`src/rtl/sram_word_ctrl_if.sv`:
```
// Bus bundle between a 32-bit CPU memory port, the word controller and a byte-wide SRAM macro.
// The controller takes the slave view; the CPU/SRAM environment takes the master view.
interface sram_word_ctrl_if;
  logic        mem_valid;
  logic        mem_instr;
  logic [31:0] mem_addr;
  logic [31:0] mem_wdata;
  logic [3:0]  mem_wstrb;
  logic [31:0] mem_rdata;
  logic        mem_ready;
  logic        sram_csb0;
  logic        sram_web0;
  logic [9:0]  sram_addr0;
  logic [7:0]  sram_din0;
  logic [7:0]  sram_dout0;

  modport master (
    output mem_valid,
    output mem_instr,
    output mem_addr,
    output mem_wdata,
    output mem_wstrb,
    output sram_dout0,
    input  mem_rdata,
    input  mem_ready,
    input  sram_csb0,
    input  sram_web0,
    input  sram_addr0,
    input  sram_din0
  );

  modport slave (
    input  mem_valid,
    input  mem_instr,
    input  mem_addr,
    input  mem_wdata,
    input  mem_wstrb,
    input  sram_dout0,
    output mem_rdata,
    output mem_ready,
    output sram_csb0,
    output sram_web0,
    output sram_addr0,
    output sram_din0
  );
endinterface

```
`src/rtl/sram_word_ctrl.sv`:
```
// Serializes 32-bit CPU loads/stores into four byte accesses on a 1 KiB single-port SRAM.
// Fixed latency: read ready 6 cycles after accept, write 5, out-of-window 1.
module sram_word_ctrl #(
  parameter logic [31:0] BASE_ADDR = 32'h0000_0000
) (
  input logic           clk,
  input logic           rst,
  sram_word_ctrl_if.slave bus
);

  typedef enum logic [2:0] {
    StIdle,
    StRd,
    StRdWait,
    StWr,
    StDone
  } state_e;

  state_e      state_q, state_d;
  logic [1:0]  lane_q, lane_d;
  logic [7:0]  word_q;
  logic [31:0] wdata_q;
  logic [3:0]  wstrb_q;
  logic [31:0] rdata_q;
  logic        ready_q;
  logic        pend_q;
  logic [1:0]  pend_lane_q;

  logic        accept;
  logic        in_range;

  logic        csb;
  logic        web;
  logic [9:0]  addr;
  logic [7:0]  din;

  assign accept   = (state_q == StIdle) && bus.mem_valid;
  assign in_range = (bus.mem_addr[31:10] == BASE_ADDR[31:10]);

  // Next-state logic
  always_comb begin
    state_d = state_q;
    lane_d  = lane_q;
    unique case (state_q)
      StIdle: begin
        lane_d = 2'd0;
        if (bus.mem_valid) begin
          if (!in_range) begin
            state_d = StDone;
          end else if (bus.mem_wstrb == 4'b0000) begin
            state_d = StRd;
          end else begin
            state_d = StWr;
          end
        end
      end
      StRd: begin
        lane_d = lane_q + 2'd1;
        if (lane_q == 2'd3) begin
          state_d = StRdWait;
        end
      end
      StRdWait: begin
        state_d = StDone;
      end
      StWr: begin
        lane_d = lane_q + 2'd1;
        if (lane_q == 2'd3) begin
          state_d = StDone;
        end
      end
      StDone: begin
        state_d = StIdle;
      end
      default: begin
        state_d = StIdle;
        lane_d  = 2'd0;
      end
    endcase
  end

  always_ff @(posedge clk) begin
    if (rst) begin
      state_q     <= StIdle;
      lane_q      <= 2'd0;
      ready_q     <= 1'b0;
      rdata_q     <= 32'h0;
      pend_q      <= 1'b0;
      pend_lane_q <= 2'd0;
      word_q      <= 8'h0;
      wdata_q     <= 32'h0;
      wstrb_q     <= 4'h0;
    end else begin
      state_q     <= state_d;
      lane_q      <= lane_d;
      ready_q     <= (state_d == StDone);
      // The SRAM returns a byte one cycle after issue; remember which lane it belongs to.
      pend_q      <= (state_q == StRd);
      pend_lane_q <= lane_q;
      if (accept) begin
        word_q  <= bus.mem_addr[9:2];
        wdata_q <= bus.mem_wdata;
        wstrb_q <= bus.mem_wstrb;
        if (!in_range) begin
          rdata_q <= 32'h0;
        end
      end
      if (pend_q) begin
        rdata_q[{pend_lane_q, 3'b000} +: 8] <= bus.sram_dout0;
      end
    end
  end

  // SRAM pins idle high/zero outside the byte-access states
  always_comb begin
    csb  = 1'b1;
    web  = 1'b1;
    addr = 10'h0;
    din  = 8'h0;
    unique case (state_q)
      StRd: begin
        csb  = 1'b0;
        addr = {word_q, lane_q};
      end
      StWr: begin
        // Masked lanes still take their cycle so write latency stays fixed.
        csb  = ~wstrb_q[lane_q];
        web  = 1'b0;
        addr = {word_q, lane_q};
        din  = wdata_q[{lane_q, 3'b000} +: 8];
      end
      default: begin
        csb = 1'b1;
      end
    endcase
    if (rst) begin
      csb = 1'b1;
    end
  end

  assign bus.mem_rdata  = rdata_q;
  assign bus.mem_ready  = ready_q;
  assign bus.sram_csb0  = csb;
  assign bus.sram_web0  = web;
  assign bus.sram_addr0 = addr;
  assign bus.sram_din0  = din;

  logic unused_bits;
  assign unused_bits = ^{bus.mem_instr, bus.mem_addr[1:0]};

`ifndef SYNTHESIS
  ready_single_pulse: assert property (@(posedge clk) disable iff (rst) ready_q |=> !ready_q);
  idle_no_access: assert property (@(posedge clk) disable iff (rst)
    (state_q != StRd && state_q != StWr) |-> csb);
`endif

endmodule

```
`src/flat_wrapper.sv`:
```
// flat-port wrapper written by rule: the top's interface ports become plain ports
module sram_word_ctrl_flat 
#(
  parameter logic [31:0] BASE_ADDR = 32'h0000_0000
)
  (clk, rst, bus_mem_valid, bus_mem_instr, bus_mem_addr, bus_mem_wdata, bus_mem_wstrb, bus_sram_dout0, bus_mem_rdata, bus_mem_ready, bus_sram_csb0, bus_sram_web0, bus_sram_addr0, bus_sram_din0);
  sram_word_ctrl_if bus_i ();
  input logic clk;
  input logic rst;
  input wire logic [$bits(bus_i.mem_valid)-1:0] bus_mem_valid;
  input wire logic [$bits(bus_i.mem_instr)-1:0] bus_mem_instr;
  input wire logic [$bits(bus_i.mem_addr)-1:0] bus_mem_addr;
  input wire logic [$bits(bus_i.mem_wdata)-1:0] bus_mem_wdata;
  input wire logic [$bits(bus_i.mem_wstrb)-1:0] bus_mem_wstrb;
  input wire logic [$bits(bus_i.sram_dout0)-1:0] bus_sram_dout0;
  output wire logic [$bits(bus_i.mem_rdata)-1:0] bus_mem_rdata;
  output wire logic [$bits(bus_i.mem_ready)-1:0] bus_mem_ready;
  output wire logic [$bits(bus_i.sram_csb0)-1:0] bus_sram_csb0;
  output wire logic [$bits(bus_i.sram_web0)-1:0] bus_sram_web0;
  output wire logic [$bits(bus_i.sram_addr0)-1:0] bus_sram_addr0;
  output wire logic [$bits(bus_i.sram_din0)-1:0] bus_sram_din0;
  assign bus_i.mem_valid = bus_mem_valid;
  assign bus_i.mem_instr = bus_mem_instr;
  assign bus_i.mem_addr = bus_mem_addr;
  assign bus_i.mem_wdata = bus_mem_wdata;
  assign bus_i.mem_wstrb = bus_mem_wstrb;
  assign bus_i.sram_dout0 = bus_sram_dout0;
  assign bus_mem_rdata = bus_i.mem_rdata;
  assign bus_mem_ready = bus_i.mem_ready;
  assign bus_sram_csb0 = bus_i.sram_csb0;
  assign bus_sram_web0 = bus_i.sram_web0;
  assign bus_sram_addr0 = bus_i.sram_addr0;
  assign bus_sram_din0 = bus_i.sram_din0;
  sram_word_ctrl #(.BASE_ADDR(BASE_ADDR)) u_core (.clk(clk), .rst(rst), .bus(bus_i));
endmodule
```
`config.mk`:
```
export PLATFORM = sky130hd
export DESIGN_NAME = sram_word_ctrl_flat
export DESIGN_NICKNAME = d
export VERILOG_FILES = /design/src/rtl/sram_word_ctrl_if.sv /design/src/rtl/sram_word_ctrl.sv /design/src/flat_wrapper.sv
export SDC_FILE = /design/constraint.sdc
export NUM_CORES = 1
export LEC_CHECK = 0
export CAP_MARGIN = 25
export CORE_ASPECT_RATIO = 1.1
export CORE_MARGIN = 8
export CORE_UTILIZATION = 30
export CTS_BUF_LIST = sky130_fd_sc_hd__clkbuf_4 sky130_fd_sc_hd__clkbuf_8
export CTS_CLUSTER_SIZE = 14
export DETAILED_ROUTE_END_ITERATION = 7
export GPL_TIMING_DRIVEN = 0
export PLACE_DENSITY = 0.61
export SYNTH_ARGS = -nofsm -noshare
export SYNTH_HDL_FRONTEND = slang
export SYNTH_SLANG_ARGS = --single-unit
```
`constraint.sdc`:
```
create_clock -name clk -period 2 [get_ports clk]
set_input_delay 0.3 -clock clk [delete_from_list [all_inputs] [get_ports clk]]
set_output_delay 0.3 -clock clk [all_outputs]
set_load 0.05 [all_outputs]
```
==> summary.md <==
| Metric | Value |
|---|---|
| Outcome | `finished with violations` |
| Failing checks | `setup timing` |
| WHS | `0.455 ns` |
| Combinational Power Share | `13.7%` |
| Hold Crit Class | `register to register` |
| Number of I/O pins | `133` |
| Total grt overflow | `0` |
| # fillers | `1266` |
| P per Cell Area | `631 nW/um2` |
| VDD IR max | `0.419 mV` |
| Clk buf depth | `2` |
| Vias per inst | `4.67` |
| Worst rel slew slack | `64.6%` |
| Clock power share | `35.5%` |
| Met3 WL post-DR | `700 um` |
| Slowest stage delay, CP | `0.48 ns` |
| Yosys warns | `0` |
| Final Cycle Share | `102%` |
| Hold path start | `u_core.word_q[2]` |
| Final Setup Violations | `9` |
| Non-Filler Instances | `742` |
| Die Wd | `123 um` |
| Worst Hold End | `u_core.word_q[2]` |
| Worst slack, placed | `-0.972 ns` |
| Pre-antenna DRT Iters | `4` |
| First-pass GRT wire length | `18100 um` |
| Asr flop ratio synth | `0%` |
| Number of library cell types mapped by synthesis | `38` |
| Routed length on met1 | `5000 um` |
| Crit path max fanout | `5` |
| Area share of the largest cell type after synthesis | `45.3%` |
| Critical path's slowest cell | `mux4_2` |
| Synthesized area per cell | `8.63 um2` |
| Final Max Tran Viols | `0` |
| Fraction of layout cells with a size suffix above 1 | `15.6%` |
| Register share of total power | `50.8%` |
| Yosys top cell by area | `dfxtp_1` |
| Clk_skew | `0.0117 ns` |
| Worst Path Arrival | `1.73 ns` |
| Syn-to-layout area delta | `48.8%` |
| WHS Path Cells | `2` |
| Max-cap violations | `0` |
| Initial antenna violation count | `0` |
| Placed Cells | `720` |
| Tot Pwr | `3.53 mW` |
| Vias | `3468` |
| Post-DP Area | `5230 um2` |
| Die ar. | `16300 um2` |
| Hold buffers post-CTS | `0` |
| Num CTS Buffers | `9` |
| Vias in the first global route | `3706` |
| CTS tree | `built` |
| NetSw | `0.894 mW` |
| Actual slew at the worst max-slew pin | `0.532 ns` |
| Sw Share | `25.3%` |
| Insertion delay to the later sink of the worst-skew pair | `0.35 ns` |
| Clock Pin Slew Worst Setup and Hold Paths | `0.09 ns` |
| Post-route cell area | `5580 um2` |
| H-tree lvl count | `3` |
| Post-synth EDFFs | `0` |
| Most frequent cell after synthesis | `nand2_1` |
| DRC Markers | `0` |
| Die Height | `133 um` |
| Most instantiated cells after synthesis | `nand2_1 (123), dfxtp_1 (85), a21oi_1 (48), inv_1 (35), o41ai_1 (27)` |
| Worst Setup Slack, final | `-0.0308 ns` |
| Ys flop type | `dfxtp_1` |
| Clk sinks | `85` |
| Seq/Total Area, Yosys | `45.3%` |
| Highest metal used | `met4` |
| Core Region | `12400 um2` |
| Reg2reg start | `u_core.pend_lane_q[0]` |
| Crit-path cells | `clkbuf_16 > mux4_2 > and3_4 > buf_6` |
| Starting Density | `30.2%` |
| Multi-input logic area | `1790 um2` |
| WS Path Type | `register to primary output` |
| Total Wirelength | `11600 um` |
| Gr usage total | `13.9%` |
| Row count | `43` |
| Largest net degree at the start of global routing | `15` |
| Nets | `666` |
| Top area cells in the synthesized netlist | `dfxtp_1 (45%), nand2_1 (12%), a21oi_1 (6.4%), o41ai_1 (6.3%), mux4_2 (5.4%)` |
| Syn Inst Count | `435` |
| Syn_nets | `521` |
| R2r endpoint | `u_core.bus.mem_rdata[31]` |
| Crit. End Element | `primary output` |
| Root buffer cell | `clkbuf_8` |
| DR iter-0 viols | `186` |
| Worst EP required | `1.70 ns` |
| Register Area | `1710 um2` |
| FF+latch count, synth | `85` |
| R2R Setup Slk | `0.19 ns` |
| Hold Vio Cnt, Final | `0` |
| Startpoint Class | `register` |
| Fmax | `0.492 GHz` |
| Final antenna-violating net count | `0` |
| Tmin final | `2.03 ns` |
| Hpwl dp | `8970 um` |
| Routed len/inst | `15.6 um` |
| Worst reg2reg path depth | `7` |
| RSZ-0062 raised after global routing | `true` |
| Routed wl met2 | `5720 um` |
| Leak | `2.05 nW` |
| Mapped cell area | `3750 um2` |
| P_int | `2.63 mW` |
| GP Congestion | `0.824` |
| N_diodes | `0` |
| Port Buffers | `128` |
## final cells by class
class	instances	area share, %
Sequential cell	85	30.6
Clock inverter	5	1.05
Clock buffer	11	2.60
Tap cell	157	3.52
Inverter	35	2.35
Multi-Input combinational cell	278	32.1
Buffer	35	3.63
Timing Repair Buffer	136	24.2
## kinds of logic after synthesis
group	after synthesis	share of synthesized area, %
compound gates	88	16.9
xor+xnor	2	0.467
fa+ha+maj	6	2.00
buf+inv	72	8.34
flops	85	45.3
mux	9	5.40
simple gates	173	21.5
## how the worst max path moves through the flow
stage | to | slack (ns) | startpoint
2_1_floorplan | bus_sram_csb0 | 0.01 | u_core.lane_q[0]
3_3_place_gp | bus_sram_csb0 | -0.94 | rst
3_5_place_dp | bus_sram_csb0 | -0.97 | rst
4_1_cts | bus_sram_din0[2] | -0.06 | u_core.lane_q[0]
5_1_grt | bus_sram_din0[5] | -0.11 | u_core.lane_q[0]
6_report | bus_sram_din0[6] | -0.03 | u_core.lane_q[0]
## metal layers
layer | vias up | global-route usage [%]
li1 | 1769 | -
met1 | 1591 | 16.1
met2 | 94 | 23.9
met3 | 14 | 3.81
met4 | 0 | 4.81
met5 | - | 0
## critical path: cells and delay by family, from the launching register on
family                 cells  cell delay, ns
buffers and inverters      2            0.30
flip-flops                 1            0.41
multiplexers               1            0.48
AND/OR/NAND/NOR            1            0.20
## layout by cell type, fill, tap and decap left out, types with 5 or more instances in the layout
cell	synthesis	routed
buf_6	5	14
clkbuf_1	20	15
and2_1	14	14
ha_1	6	6
buf_1	10	6
and3_4	0	8
clkdlybuf4s50_1	0	108
nand2_1	123	123
mux4_2	9	9
nor4_1	5	5
clkbuf_8	0	10
buf_4	1	9
o41ai_1	27	27
nor2_1	6	6
inv_1	35	35
dfxtp_1	85	83
o41ai_2	5	5
a21oi_1	48	48
clkbuf_4	0	11
## power groups by stage
| stage | combinational, mW | sequential [mW] | clock (mW) |
|---|---|---|---|
| after floorplan | 0.232 | 1.83 | 0 |
| after global placement | 0.467 | 1.83 | 0 |
| after detailed placement | 0.474 | 1.83 | 0 |
| after CTS | 0.480 | 1.79 | 1.30 |
| after global routing | 0.528 | 1.80 | 1.37 |
| final | 0.483 | 1.79 | 1.25 |
## registers in the layout, summed over array words and instances, names as in the netlist
name	count
u_core.bus.mem_rdata	32
u_core.bus.mem_ready	1
u_core.lane_q	2
u_core.pend_lane_q	2
u_core.pend_q	1
u_core.state_q	3
u_core.wdata_q	32
u_core.word_q	8
u_core.wstrb_q	4
## stage by stage
step	util [%]	setup TNS, ns
6_report	44.9	-0.192
5_1_grt	44.9	-0.782
4_1_cts	44.3	-0.305
3_5_place_dp	42.1	-29.92
3_3_place_gp	42.1	-26.40
2_1_floorplan	-	0
## what timing repair did
action                     CTS  global route
gates resized for setup    142            13
setup endpoints to repair   60            31
buffers inserted             2             5
cloned                       0             1
pin swaps                    0             1
Note: power is estimated with default switching activity, not from simulation.
